**src/rtl/fulladder_sram.sv**
```systemverilog
`default_nettype none
// +--------------------------------------------------------------------------+
// | Module      : fulladder_sram                                             |
// | Description : Registered three-operand 2-bit adder (carry-save + ripple).|
// |               FULLADDER_SRAM_OUTREG_EN adds an output register stage.    |
// | Revision    : 1.0 - initial release                                      |
// +--------------------------------------------------------------------------+
module fulladder_sram (
  input  logic       clk,
  input  logic       rst,
  input  logic [1:0] a,
  input  logic [1:0] b,
  input  logic [1:0] c,
  output logic [1:0] S,
  output logic       Cout
);

  // Operand store; names are kept so benches can probe dut.A/B/C.
  logic [1:0] A;
  logic [1:0] B;
  logic [1:0] C;

  logic [1:0] w_s;
  logic [1:0] w_k;
  logic [2:0] w_x;
  logic [2:0] w_y;
  logic [3:0] w_rc;
  logic [3:0] w_total;
  logic       w_cout;

  // 1-bit full adder cell: returns {carry, sum}.
  function automatic logic [1:0] fa(input logic x, input logic y, input logic z);
    return {(x & y) | (x & z) | (y & z), x ^ y ^ z};
  endfunction

  always_ff @(posedge clk or posedge rst) begin
    if (rst) begin
      A <= 2'd0;
      B <= 2'd0;
      C <= 2'd0;
    end else begin
      A <= a;
      B <= b;
      C <= c;
    end
  end

  for (genvar i = 0; i < 2; i++) begin : g_csa
    assign {w_k[i], w_s[i]} = fa(A[i], B[i], C[i]);
  end

  // Carry vector carries weight 2, so it enters the ripple stage shifted up.
  assign w_x     = {1'b0, w_s};
  assign w_y     = {w_k, 1'b0};
  assign w_rc[0] = 1'b0;

  for (genvar i = 0; i < 3; i++) begin : g_ripple
    assign {w_rc[i+1], w_total[i]} = fa(w_x[i], w_y[i], w_rc[i]);
  end

  assign w_total[3] = w_rc[3];
  assign w_cout     = w_total[3] | w_total[2];

`ifdef FULLADDER_SRAM_OUTREG_EN
  logic [1:0] r_s;
  logic       r_cout;

  always_ff @(posedge clk or posedge rst) begin
    if (rst) begin
      r_s    <= 2'd0;
      r_cout <= 1'b0;
    end else begin
      r_s    <= w_total[1:0];
      r_cout <= w_cout;
    end
  end

  assign S    = r_s;
  assign Cout = r_cout;
`else
  assign S    = w_total[1:0];
  assign Cout = w_cout;
`endif

endmodule
`default_nettype wire

```
**config.mk**
```make
export PLATFORM = sky130hd
export DESIGN_NAME = fulladder_sram
export DESIGN_NICKNAME = d
export VERILOG_FILES = /design/src/rtl/fulladder_sram.sv
export SDC_FILE = /design/constraint.sdc
export NUM_CORES = 1
export LEC_CHECK = 0
export CORE_AREA = 3 3 40 42
export DETAILED_ROUTE_END_ITERATION = 7
export DIE_AREA = 0 0 43 45
export PLACE_DENSITY_LB_ADDON = 0.15
export SYNTH_ARGS = -nofsm -noshare
export SYNTH_HDL_FRONTEND = slang
export SYNTH_SLANG_ARGS = --single-unit
export TNS_END_PERCENT = 30
```
**constraint.sdc**
```tcl
create_clock -name clk -period 2.1 [get_ports clk]
set_input_delay 0.21 -clock clk [delete_from_list [all_inputs] [get_ports clk]]
set_output_delay 0.21 -clock clk [all_outputs]
set_load 0.05 [all_outputs]
```
Yosys cells after proc, flatten, opt, wreduce, memory -nomap -nowiden --
Index checks and enable logic that the tools add are counted.
Storage, ports and cells: register bits after elaboration 6, input port bits 8
Cells by class: bitwise logic cells 19
Operators by type and width (count):
- $and 1x1->1 | 8
- $xor 1x1->1 | 6
- $or 1x1->1 | 5

Logic depth before layout (Yosys ltp) --
Gate-level depths: netlist (run 1).
depth after elaboration 6, mapped depth 5, mapped depth without buffers 5

Least setup slack after synthesis (run 1) --
OpenSTA, ideal clock, no wires.
path kind flip-flop to output port, start point reg A[1], end point out Cout, arrival time 1.428 ns, slack 0.462 ns, cell stages (with the launch flop) 4, path buffers 0, cell sequence dfrtp_1 -> fa_1 -> ha_1 -> or2_1
Between the ends: word-level cells in the longest chain between the ends 5, elaborated cells between the ends (all ways) 10, those cells by class 10 x bitwise
Ends and longest elaborated chain:
- from (decl) | RTL line 19 | logic [1:0] A;
- from (signal assigned) | RTL line 38 | A <= 2'd0;
- from (signal assigned) | RTL line 42 | A <= a;
- $and 1x1->1 / $xor 1x1->1 (equally long branches) | RTL line 33 | return {(x & y) | (x & z) | (y & z), x ^ y ^ z};
- $or 1x1->1 / $xor 1x1->1 (equally long branches) | RTL line 33
- $or 1x1->1 / $and 1x1->1 (equally long branches) | RTL line 33
- $and 1x1->1 / $xor 1x1->1 (equally long branches) | RTL line 33
- $or 1x1->1 * | RTL line 62 | assign w_cout = w_total[3] | w_total[2];
- to (decl) | RTL line 15 | output logic Cout
Mark *: on every way between the ends. The rest lies on a longest branch, timed or not.

Worst setup path after layout (run 1) --
Ends and elaborated chain as after synthesis.

==> results of run 1 <==
==> area by class of cell <==
| type | count | area share, % |
|---|---|---|
| clock buffer | 3 | 5.96 |
| inverter | 6 | 5.96 |
| multi-input combinational | 4 | 15.6 |
| sequential | 6 | 39.7 |
| tap | 15 | 4.97 |
| timing repair buffer | 10 | 27.8 |
==> cell usage in the layout, fill, tap and decap left out <==
| cell type | count |
|---|---|
| dfrtp_1 | 6 |
| inv_1 | 6 |
| clkdlybuf4s50_1 | 7 |
| or2_1 | 1 |
| ha_1 | 1 |
| fa_1 | 2 |
| clkbuf_4 | 3 |
| buf_12 | 1 |
| buf_4 | 2 |
==> power groups by stage <==
stage                     Sequential, W   Clock, W  Combinational [W]
final                          0.000124  0.0000998          0.0000928
after floorplan                0.000126          0          0.0000516
after detailed placement       0.000126          0          0.0000945
after CTS                      0.000124   0.000108          0.0000945
after global routing           0.000125   0.000115           0.000100
after global placement         0.000126          0          0.0000937
==> per-stage QoR <==
step	hold slack [ns]	setup slack, ns	total power [W]	utilization, %
after floorplan	0.000959	0.462	0.000177	-
after global placement	0.432	0.466	0.000219	27.7
after detailed placement	0.446	0.454	0.000221	27.7
after CTS	0.185	0.190	0.000327	29.4
after global routing	0.206	0.133	0.000340	29.4
final	0.185	0.209	0.000317	29.4
==> cells by family (layout without fill, tap and decap cells) <==
logic type    count (synthesis)  in the layout  share of synthesized area (%)
flops                         6              6                           64.9
buf+inv                       6             19                           9.73
fa+ha+maj                     3              3                           22.7
simple gates                  1              1                           2.70
==> routing by layer <==
layer	routed length [microns]	vias up
met1	117	58
met5	0	-
li1	-	70
met3	36	0
met4	0	0
met2	160	7
==> worst max-delay path: stages, from the launching register on <==
cell     delay [ns]
dfrtp_1        0.38
fa_1           0.47
ha_1           0.20
or2_1          0.21
buf_4          0.19
==> registers in the layout, summed over array words and instances (netlist names) <==
signal / flops
A: 2
B: 2
C: 2
==> final timing paths <==
check	depth (start not counted)	to	slack (ns)
max in group asynchronous	2	C[0]	1.72
min in group clk	1	C[1]	0.41
min	2	A[1]	0.18
max	4	Cout	0.21
==> metrics.log, run 1 <==
INFO  metric place_hpwl = around 290 microns
INFO  metric count_of_antenna_diodes_in_the_layout = 0
INFO  metric slew-limit-headroom = between 80% and 90%
INFO  metric critPathLaunchType = register
INFO  metric peakVddDrop = around 0.24 mV
INFO  metric clock_tree_from_tritoncts = built
INFO  metric cts_resized = 0
INFO  metric max_clock_freq = about 0.53 GHz
INFO  metric grt_pass1_wl = ~520 microns
INFO  metric net_switching = slightly below 0.00009 W
INFO  metric clkPwrFrac = between 30% and 40%
INFO  metric synthDistinctLibCells = 5
INFO  metric synth_cells = 16
INFO  metric leakagePower = 0.187 nW
INFO  metric post_placement_cell_count = between 40 and 50
INFO  metric track_usage = between 4 and 5%
INFO  metric cts_num_sinks = 6
INFO  metric dieArea = 1940 sq um
INFO  metric netlist_top_cells_area = dfrtp_1 65%, fa_1 17%, inv_1 9.7%
INFO  metric post_dp_cell_area = 355 sq um
INFO  metric overflow = 0
INFO  metric net_switching_fraction_of_the_power = approximately 28%
INFO  metric pin_count_of_the_biggest_net_entering_global_routing = 7
INFO  metric placement_rows = 13
INFO  metric maxCapViolations = 0
INFO  metric grt_antenna_before_repair = 0
INFO  metric totalNegativeSetupSlack = 0 ns
INFO  metric run_status = completed
INFO  metric drt_first_iter_violations = 0
INFO  metric seqPwrFrac = 39.2%
INFO  metric top_usage_layer = met4
INFO  metric clockBufferDepth = 2
INFO  metric post_cts_hold_buffer_count = 0
INFO  metric floorplan.die.height = about 45 microns
INFO  metric hold_viol_final = 0
INFO  metric ios = 11
INFO  metric synth_warnings = 0
INFO  metric power.combinational.fraction = 29.3%
INFO  metric final_antenna_net_count = 0
INFO  metric drcViolationCount = 0
INFO  metric synth_commonest_cells = 6 x dfrtp_1, 6 x inv_1, 2 x fa_1, 1 x ha_1, 1 x or2_1
INFO  metric use_met2 = under 10%
INFO  metric post_cts.repair.setup_buffers = 0
INFO  metric num-fill-cells = 134
INFO  metric register_bit_total_from_synthesis = 6
INFO  metric met1_usage = 4.44%
INFO  metric htree_num_levels = 1
INFO  metric path_clk_slew = around 0.040 ns
INFO  metric layout-drive-gt1-share = slightly above 20%
INFO  metric cp_data_required_time = roughly 1.9 ns
INFO  metric die_x = between 40 and 50 microns
INFO  metric worst-slew-pin-transition = around 0.23 ns
INFO  metric post_syn_area = roughly 230 sq um
INFO  metric avg_inst_size_synth = 14.5 sq um
INFO  metric wl_per_cell = 7.14 microns
INFO  metric groute.layer.met3.usage = under 10%
INFO  metric totalWireLength = between 300 and 400 microns
INFO  metric dr_total_vias = approximately 140
INFO  metric io_buffer_count = 10
INFO  metric hold_path_class = in2async
INFO  metric post-route-cell-area = approximately 380 sq um
INFO  metric power.internal = approximately 0.00023 W
INFO  metric number_of_buffers_inserted_during_clock_tree_synthesis = 3
INFO  metric synth_enable_flop_cells = 0
INFO  metric first_global_vias = about 140
INFO  metric synth_largest_type_area_fraction = about two thirds
INFO  metric floorplan.core_area = roughly 1300 sq um
INFO  metric root_buffer = clkbuf_4
INFO  metric post-route-min-period = ~1.9 ns
INFO  metric final_net_count = 42
INFO  metric p_per_area = between 800 and 900 nW/um^2
INFO  metric final-setup-viol-count = 0
INFO  metric area_delta_synth_final = 63.2%
INFO  metric initial_core_util = 18.0%
INFO  metric regArea = roughly 150 sq um
INFO  metric multiInputGateArea = 58.8 sq um
INFO  metric place.gp.congestion = between 0.5 and 0.6
INFO  metric drt_first_pass_iters = 1
INFO  metric min_period_over_period = 90.1%
INFO  metric end_kind = output port
INFO  metric yosys.area.top_type = dfrtp_1
INFO  metric worstPathMaxFanout = 1
INFO  metric final_cells = 44
INFO  metric synth-async-reset-ratio = between 90% and 100%
INFO  metric post_synth_net_total = 27
INFO  metric rsz_0062_raised_after_global_routing = false
INFO  metric worstPathArrival = around 1.7 ns
INFO  metric sequential_element_share_of_the_synthesized_area = roughly two thirds
INFO  metric timing.critical_path.from = A[1]
INFO  metric drv_slew = 0
INFO  metric per_cell_via_count_in_the_routed_design = 3.07
INFO  metric synth_ff_type = dfrtp_1
INFO  metric critPathKind = reg2out
(Power assumes the default switching activity.)
==> run 2: changes to the inputs <==
==> constraint.sdc (replaced) <==
create_clock -name clk -period 1.7 [get_ports clk]
set_input_delay 0.17 -clock clk [delete_from_list [all_inputs] [get_ports clk]]
set_output_delay 0.17 -clock clk [all_outputs]
set_load 0.01 [all_outputs]
==> metrics.log, run 2 (synthesized netlist as in run 1, its figures left out) <==
INFO  metric post_cts_hold_buffer_count = 0 (unchanged)
INFO  metric dr_total_vias = 147 (+8.9%)
INFO  metric end_kind = output port
INFO  metric post_dp_cell_area = 350 sq um (-1.4%)
INFO  metric clockBufferDepth = 2 (unchanged)
INFO  metric hold_viol_final = 0 (unchanged)
INFO  metric clock_tree_from_tritoncts = built
INFO  metric cts_num_sinks = 6 (unchanged)
INFO  metric final-setup-viol-count = 2 (+2)
INFO  metric run_status = finished, violations left
INFO  metric placement_rows = 13 (unchanged)
INFO  metric grt_antenna_before_repair = 0 (unchanged)
INFO  metric pin_count_of_the_biggest_net_entering_global_routing = 7 (unchanged)
INFO  metric critPathKind = reg2out
INFO  metric totalNegativeSetupSlack = -0.0775 ns (-0.0775 ns)
INFO  metric place.gp.congestion = 0.580 (+0.94%)
INFO  metric peakVddDrop = 0.288 mV (+20%)
INFO  metric hold_path_class = in2async
INFO  metric post-route-cell-area = 370 sq um (-2.0%)
INFO  metric worstPathArrival = 1.60 ns (-0.08 ns)
INFO  metric area_delta_synth_final = 60.0%
INFO  metric grt_pass1_wl = 545 microns (+4.0%)
INFO  metric worst-slew-pin-transition = 0.212 ns (-0.0138 ns)
INFO  metric smallest_setup_slack_after_layout = -0.0736 ns (-0.282 ns)
INFO  metric root_buffer = clkbuf_4
INFO  metric critical-path-top-delay-family = adder cells
INFO  metric slowest_stage = fa_1
INFO  metric drcViolationCount = 0 (unchanged)
INFO  metric layout-drive-gt1-share = 20.7% (unchanged)
INFO  metric drt_first_pass_iters = 1 (unchanged)
INFO  metric htree_num_levels = 1 (unchanged)
INFO  metric overflow = 0 (unchanged)
INFO  metric failed_checks = setup timing
INFO  metric biggestRegsByFlops = A (2), B (2), C (2)
INFO  metric timing.critical_path.slowest_cell_delay = 0.47 ns (about the same)
INFO  metric final_antenna_net_count = 0 (unchanged)
INFO  metric drv_slew = 0 (unchanged)
INFO  metric first_global_vias = 149 (+10%)
INFO  metric io_buffer_count = 10 (unchanged)
INFO  metric final_net_count = 42 (unchanged)
INFO  metric drt_first_iter_violations = 0 (unchanged)
INFO  metric wl_per_cell = 6.82 microns (-4.5%)
INFO  metric critPathLaunchType = register
INFO  metric floorplan.die.height = 45 microns (unchanged)
INFO  metric initial_core_util = 18.0% (unchanged)
INFO  metric path_clk_slew = 0.04 ns (about the same)
INFO  metric floorplan.core_area = 1280 sq um (unchanged)
INFO  metric post-route-min-period = 1.77 ns
INFO  metric die_x = 43 microns (unchanged)
INFO  metric crit_buf_inv = 1 (unchanged)
INFO  metric leakagePower = 0.181 nW (-3.0%)
INFO  metric rsz_0062_raised_after_global_routing = true
INFO  metric dieArea = 1940 sq um (unchanged)
INFO  metric ios = 11 (unchanged)
INFO  metric totalWireLength = 300 microns (-4.5%)
INFO  metric min_period_over_period = 104%
INFO  metric count_of_antenna_diodes_in_the_layout = 0 (unchanged)
INFO  metric most-common-layout-cells = 7 x clkdlybuf4s50_1, 6 x dfrtp_1, 6 x inv_1
INFO  metric max_clock_freq = 0.564 GHz
INFO  metric number_of_buffers_inserted_during_clock_tree_synthesis = 3 (unchanged)
INFO  metric p_per_area = 912 nW/um^2 (+8.8%)
INFO  metric cp_data_required_time = 1.53 ns (-0.36 ns)
INFO  metric per_cell_via_count_in_the_routed_design = 3.34 (+8.9%)
INFO  metric worstPathCellList = fa_1 -> ha_2 -> or2_1 -> buf_2
INFO  metric place_ws = -0.199 ns (-0.653 ns)
INFO  metric worstPathMaxFanout = 1 (unchanged)
INFO  metric place_hpwl = 284 microns (-1.4%)
INFO  metric track_usage = 4.45% (+0.26 points)
INFO  metric final_common_cell = clkdlybuf4s50_1
INFO  metric slew-limit-headroom = 85.9% (+0.92 points)
INFO  metric maxCapViolations = 0 (unchanged)
-- run 2: what timing repair did --
item | in CTS | in global routing
resized for setup | 9 | 2
setup endpoints to repair | 3 | 2
pin swaps | 2 | 0
buffers inserted | 0 | 0
gates cloned | 0 | 0
-- run 2: final cells by class --
class / instances / area [sq um]
clock buffer: 3 / 22.5
fill: 137 / 915
timing repair buffer: 10 / 95.1
sequential: 6 / 150
inverter: 6 / 22.5
tap: 15 / 18.8
multi-input combinational: 4 / 61.3
-- run 2: how the worst max path moves through the flow --
stage          startpoint   end  slack, ns  cells past startpoint
2_1_floorplan        A[1]  Cout       0.25                      3
3_3_place_gp         A[1]  Cout      -0.18                      4
3_5_place_dp         A[1]  Cout      -0.20                      4
4_1_cts              C[1]  Cout      -0.10                      4
5_1_grt              C[1]  Cout      -0.13                      4
6_report             C[1]  Cout      -0.07                      4
-- run 2: metal layers --
layer | global-route usage, % | wire length, microns | vias to the layer above
li1 | - | - | 71
met1 | 3.47 | 88 | 65
met2 | 5.99 | 154 | 9
met3 | 1.59 | 42 | 2
met4 | 9.04 | 14 | 0
met5 | 0 | 0 | -
-- run 2: metrics by stage --
stage	cells	hold slack [ns]	power, W	util [%]
2_1_floorplan	16	-0.0390	0.000180	-
3_3_place_gp	41	0.390	0.000219	27.3
3_5_place_dp	41	0.404	0.000221	27.3
4_1_cts	44	0.146	0.000340	28.1
5_1_grt	44	0.167	0.000364	28.8
6_report	44	0.142	0.000338	28.8
-- run 2: report_power, final --
group	total, W	leakage, nW	internal (W)	switching, W
sequential	0.000153	0.0699	0.000151	0.00000275
combinational	0.0000611	0.0975	0.0000379	0.0000233
clock	0.000123	0.0138	0.0000793	0.0000439
total	0.000338	0.181	0.000268	0.0000699
==> run 3: changes to the inputs <==
--- a/config.mk
+++ b/config.mk
@@ -8,6 +8,7 @@
 export CORE_AREA = 3 3 40 42
 export DETAILED_ROUTE_END_ITERATION = 7
 export DIE_AREA = 0 0 43 45
+export HOLD_SLACK_MARGIN = 0.02
 export PLACE_DENSITY_LB_ADDON = 0.15
 export SYNTH_ARGS = -nofsm -noshare
 export SYNTH_HDL_FRONTEND = slang
==> constraint.sdc (replaced) <==
create_clock -name clk -period 1.7 [get_ports clk]
set_input_delay 0.425 -clock clk [delete_from_list [all_inputs] [get_ports clk]]
set_output_delay 0.425 -clock clk [all_outputs]
set_load 0.01 [all_outputs]
==> metrics.log, run 3 (synthesized netlist as in run 1, its figures left out) <==
INFO  metric pin_count_of_the_biggest_net_entering_global_routing = 7 (unchanged)
INFO  metric cp_data_required_time = 1.27 ns (-0.26 ns)
INFO  metric slew-limit-headroom = 85.8% (about the same)
INFO  metric worstPathCellList = fa_1 -> ha_2 -> or2_1 -> buf_2
INFO  metric crit_buf_inv = 1 (unchanged)
INFO  metric placement_rows = 13 (unchanged)
INFO  metric critPathLaunchType = register
INFO  metric drcViolationCount = 0 (unchanged)
INFO  metric overflow = 0 (unchanged)
INFO  metric rsz_0062_raised_after_global_routing = true
INFO  metric cts_num_sinks = 6 (unchanged)
INFO  metric final_cells = 44 (unchanged)
INFO  metric floorplan.core_area = 1280 sq um (unchanged)
INFO  metric number_of_buffers_inserted_during_clock_tree_synthesis = 3 (unchanged)
INFO  metric die_x = 43 microns (unchanged)
INFO  metric path_depth = 4 (unchanged)
INFO  metric p_per_area = 922 nW/um^2 (+1.1%)
INFO  metric grt_antenna_before_repair = 0 (unchanged)
INFO  metric path_clk_slew = 0.04 ns (about the same)
INFO  metric initial_core_util = 18.0% (unchanged)
INFO  metric wl_met2 = 190 microns (+23%)
INFO  metric critPathKind = reg2out
INFO  metric post-route-min-period = 2.02 ns (+0.242 ns)
INFO  metric area_delta_synth_final = 58.4%
INFO  metric worst-slew-pin-transition = 0.212 ns (+0.000640 ns)
INFO  metric drv_slew = 0 (unchanged)
INFO  metric peakVddDrop = 0.330 mV (+15%)
INFO  metric per_cell_via_count_in_the_routed_design = 3.43 (+2.7%)
INFO  metric drt_first_iter_violations = 3 (+3)
INFO  metric worstPathArrival = 1.59 ns (about the same)
INFO  metric place_ws = -0.430 ns (-0.231 ns)
INFO  metric total_power = 0.000338 W (about the same)
INFO  metric worstPathMaxFanout = 1 (unchanged)
INFO  metric hold_path_class = in2async
INFO  metric final_common_cell = clkdlybuf4s50_1
INFO  metric wl_per_cell = 7.30 microns (+7.0%)
INFO  metric grt_pass1_wl = 524 microns (-3.9%)
INFO  metric track_usage = 3.95% (-0.51 points)
INFO  metric first_global_vias = 166 (+11%)
INFO  metric drt_first_pass_iters = 2 (+1)
INFO  metric slowest_stage = fa_1
INFO  metric smallest_setup_slack_after_layout = -0.316 ns (-0.242 ns)
INFO  metric critical-path-top-delay-family = adder cells
INFO  metric biggestRegsByFlops = A (2), B (2), C (2)
INFO  metric layout-drive-gt1-share = 31.0% (+10 points)
INFO  metric min_period_over_period = 119% (+14 points)
INFO  metric hold_viol_final = 0 (unchanged)
INFO  metric worst_hold_slack = 0.396 ns (+0.254 ns)
INFO  metric routedLengthMet1 = 91 microns (+3.4%)
INFO  metric floorplan.die.height = 45 microns (unchanged)
INFO  metric root_buffer = clkbuf_4
INFO  metric routed-wl-met3 = 39 microns (-7.1%)
INFO  metric timing.critical_path.slowest_cell_delay = 0.48 ns (about the same)
INFO  metric maxUsedRoutingLayer = met3
INFO  metric io_buffer_count = 10 (unchanged)
INFO  metric max_clock_freq = 0.496 GHz (-12%)
INFO  metric final-setup-viol-count = 3 (+1)
INFO  metric dieArea = 1940 sq um (unchanged)
INFO  metric clockBufferDepth = 2 (unchanged)
INFO  metric end_kind = output port
INFO  metric final_core_utilization = 28.5% (-0.29 points)
INFO  metric final_net_count = 42 (unchanged)
INFO  metric post_cts_hold_buffer_count = 0 (unchanged)
INFO  metric run_status = finished, violations left
INFO  metric dr_total_vias = 151 (+2.7%)
INFO  metric count_of_antenna_diodes_in_the_layout = 0 (unchanged)
INFO  metric ios = 11 (unchanged)
INFO  metric leakagePower = 0.178 nW (-2.0%)
INFO  metric place.gp.congestion = 0.585 (+0.81%)
INFO  metric post_placement_cell_count = 41 (unchanged)
INFO  metric failed_checks = setup timing
INFO  metric final_antenna_net_count = 0 (unchanged)
INFO  metric htree_num_levels = 1 (unchanged)
INFO  metric most-common-layout-cells = 7 x clkdlybuf4s50_1, 6 x dfrtp_1, 4 x inv_1
INFO  metric clock_tree_from_tritoncts = built
INFO  metric totalWireLength = 321 microns (+7.0%)
INFO  metric maxCapViolations = 0 (unchanged)
[run 3: changes by cell type in the layout (fill, tap and decap cells not counted), sizes merged]
cell         previous run  this run
dlygate4sd2             1         0
buf                     2         3
[run 3: final cells by class]
cell class / instances / area [sq um]
clock buffer: 3 / 22.5
fill: 139 / 918
timing repair buffer: 10 / 91.3
sequential: 6 / 150
tap: 15 / 18.8
inverter: 6 / 22.5
multi-input combinational: 4 / 61.3
[run 3: stage by stage]
stage	setup TNS, ns	area, sq um
after global placement	-0.904	350
after floorplan	0	231
after detailed placement	-0.941	350
after CTS	-0.643	367
after global routing	-0.735	367
final	-0.584	367
[run 3: timing repair]
action                     4_1_cts  5_1_grt
pin swaps                        3        0
setup buffers                    0        0
setup endpoints to repair        3        3
gates resized for setup         15        1
[run 3: final timing paths]
path	startpoint	to	slack, ns
setup / recovery	C[1]	Cout	-0.32
hold / removal	rst	A[1]	0.40
max in group asynchronous	rst	B[1]	1.12
min in group clk	c[0]	C[0]	0.63
[run 3: power by group]
group | leakage [nW] | total, W | switching (W) | internal, W
Sequential | 0.0699 | 0.000154 | 0.00000331 | 0.000151
Clock | 0.0138 | 0.000124 | 0.0000444 | 0.0000794
Combinational | 0.0939 | 0.0000603 | 0.0000234 | 0.0000370
Total | 0.178 | 0.000338 | 0.0000711 | 0.000267
[run 3: metal layers]
layer | vias to the layer above | track usage, %
li1 | 70 | -
met1 | 74 | 1.98
met2 | 7 | 7.78
met3 | 0 | 2.79
met4 | 0 | 3.61
met5 | - | 0
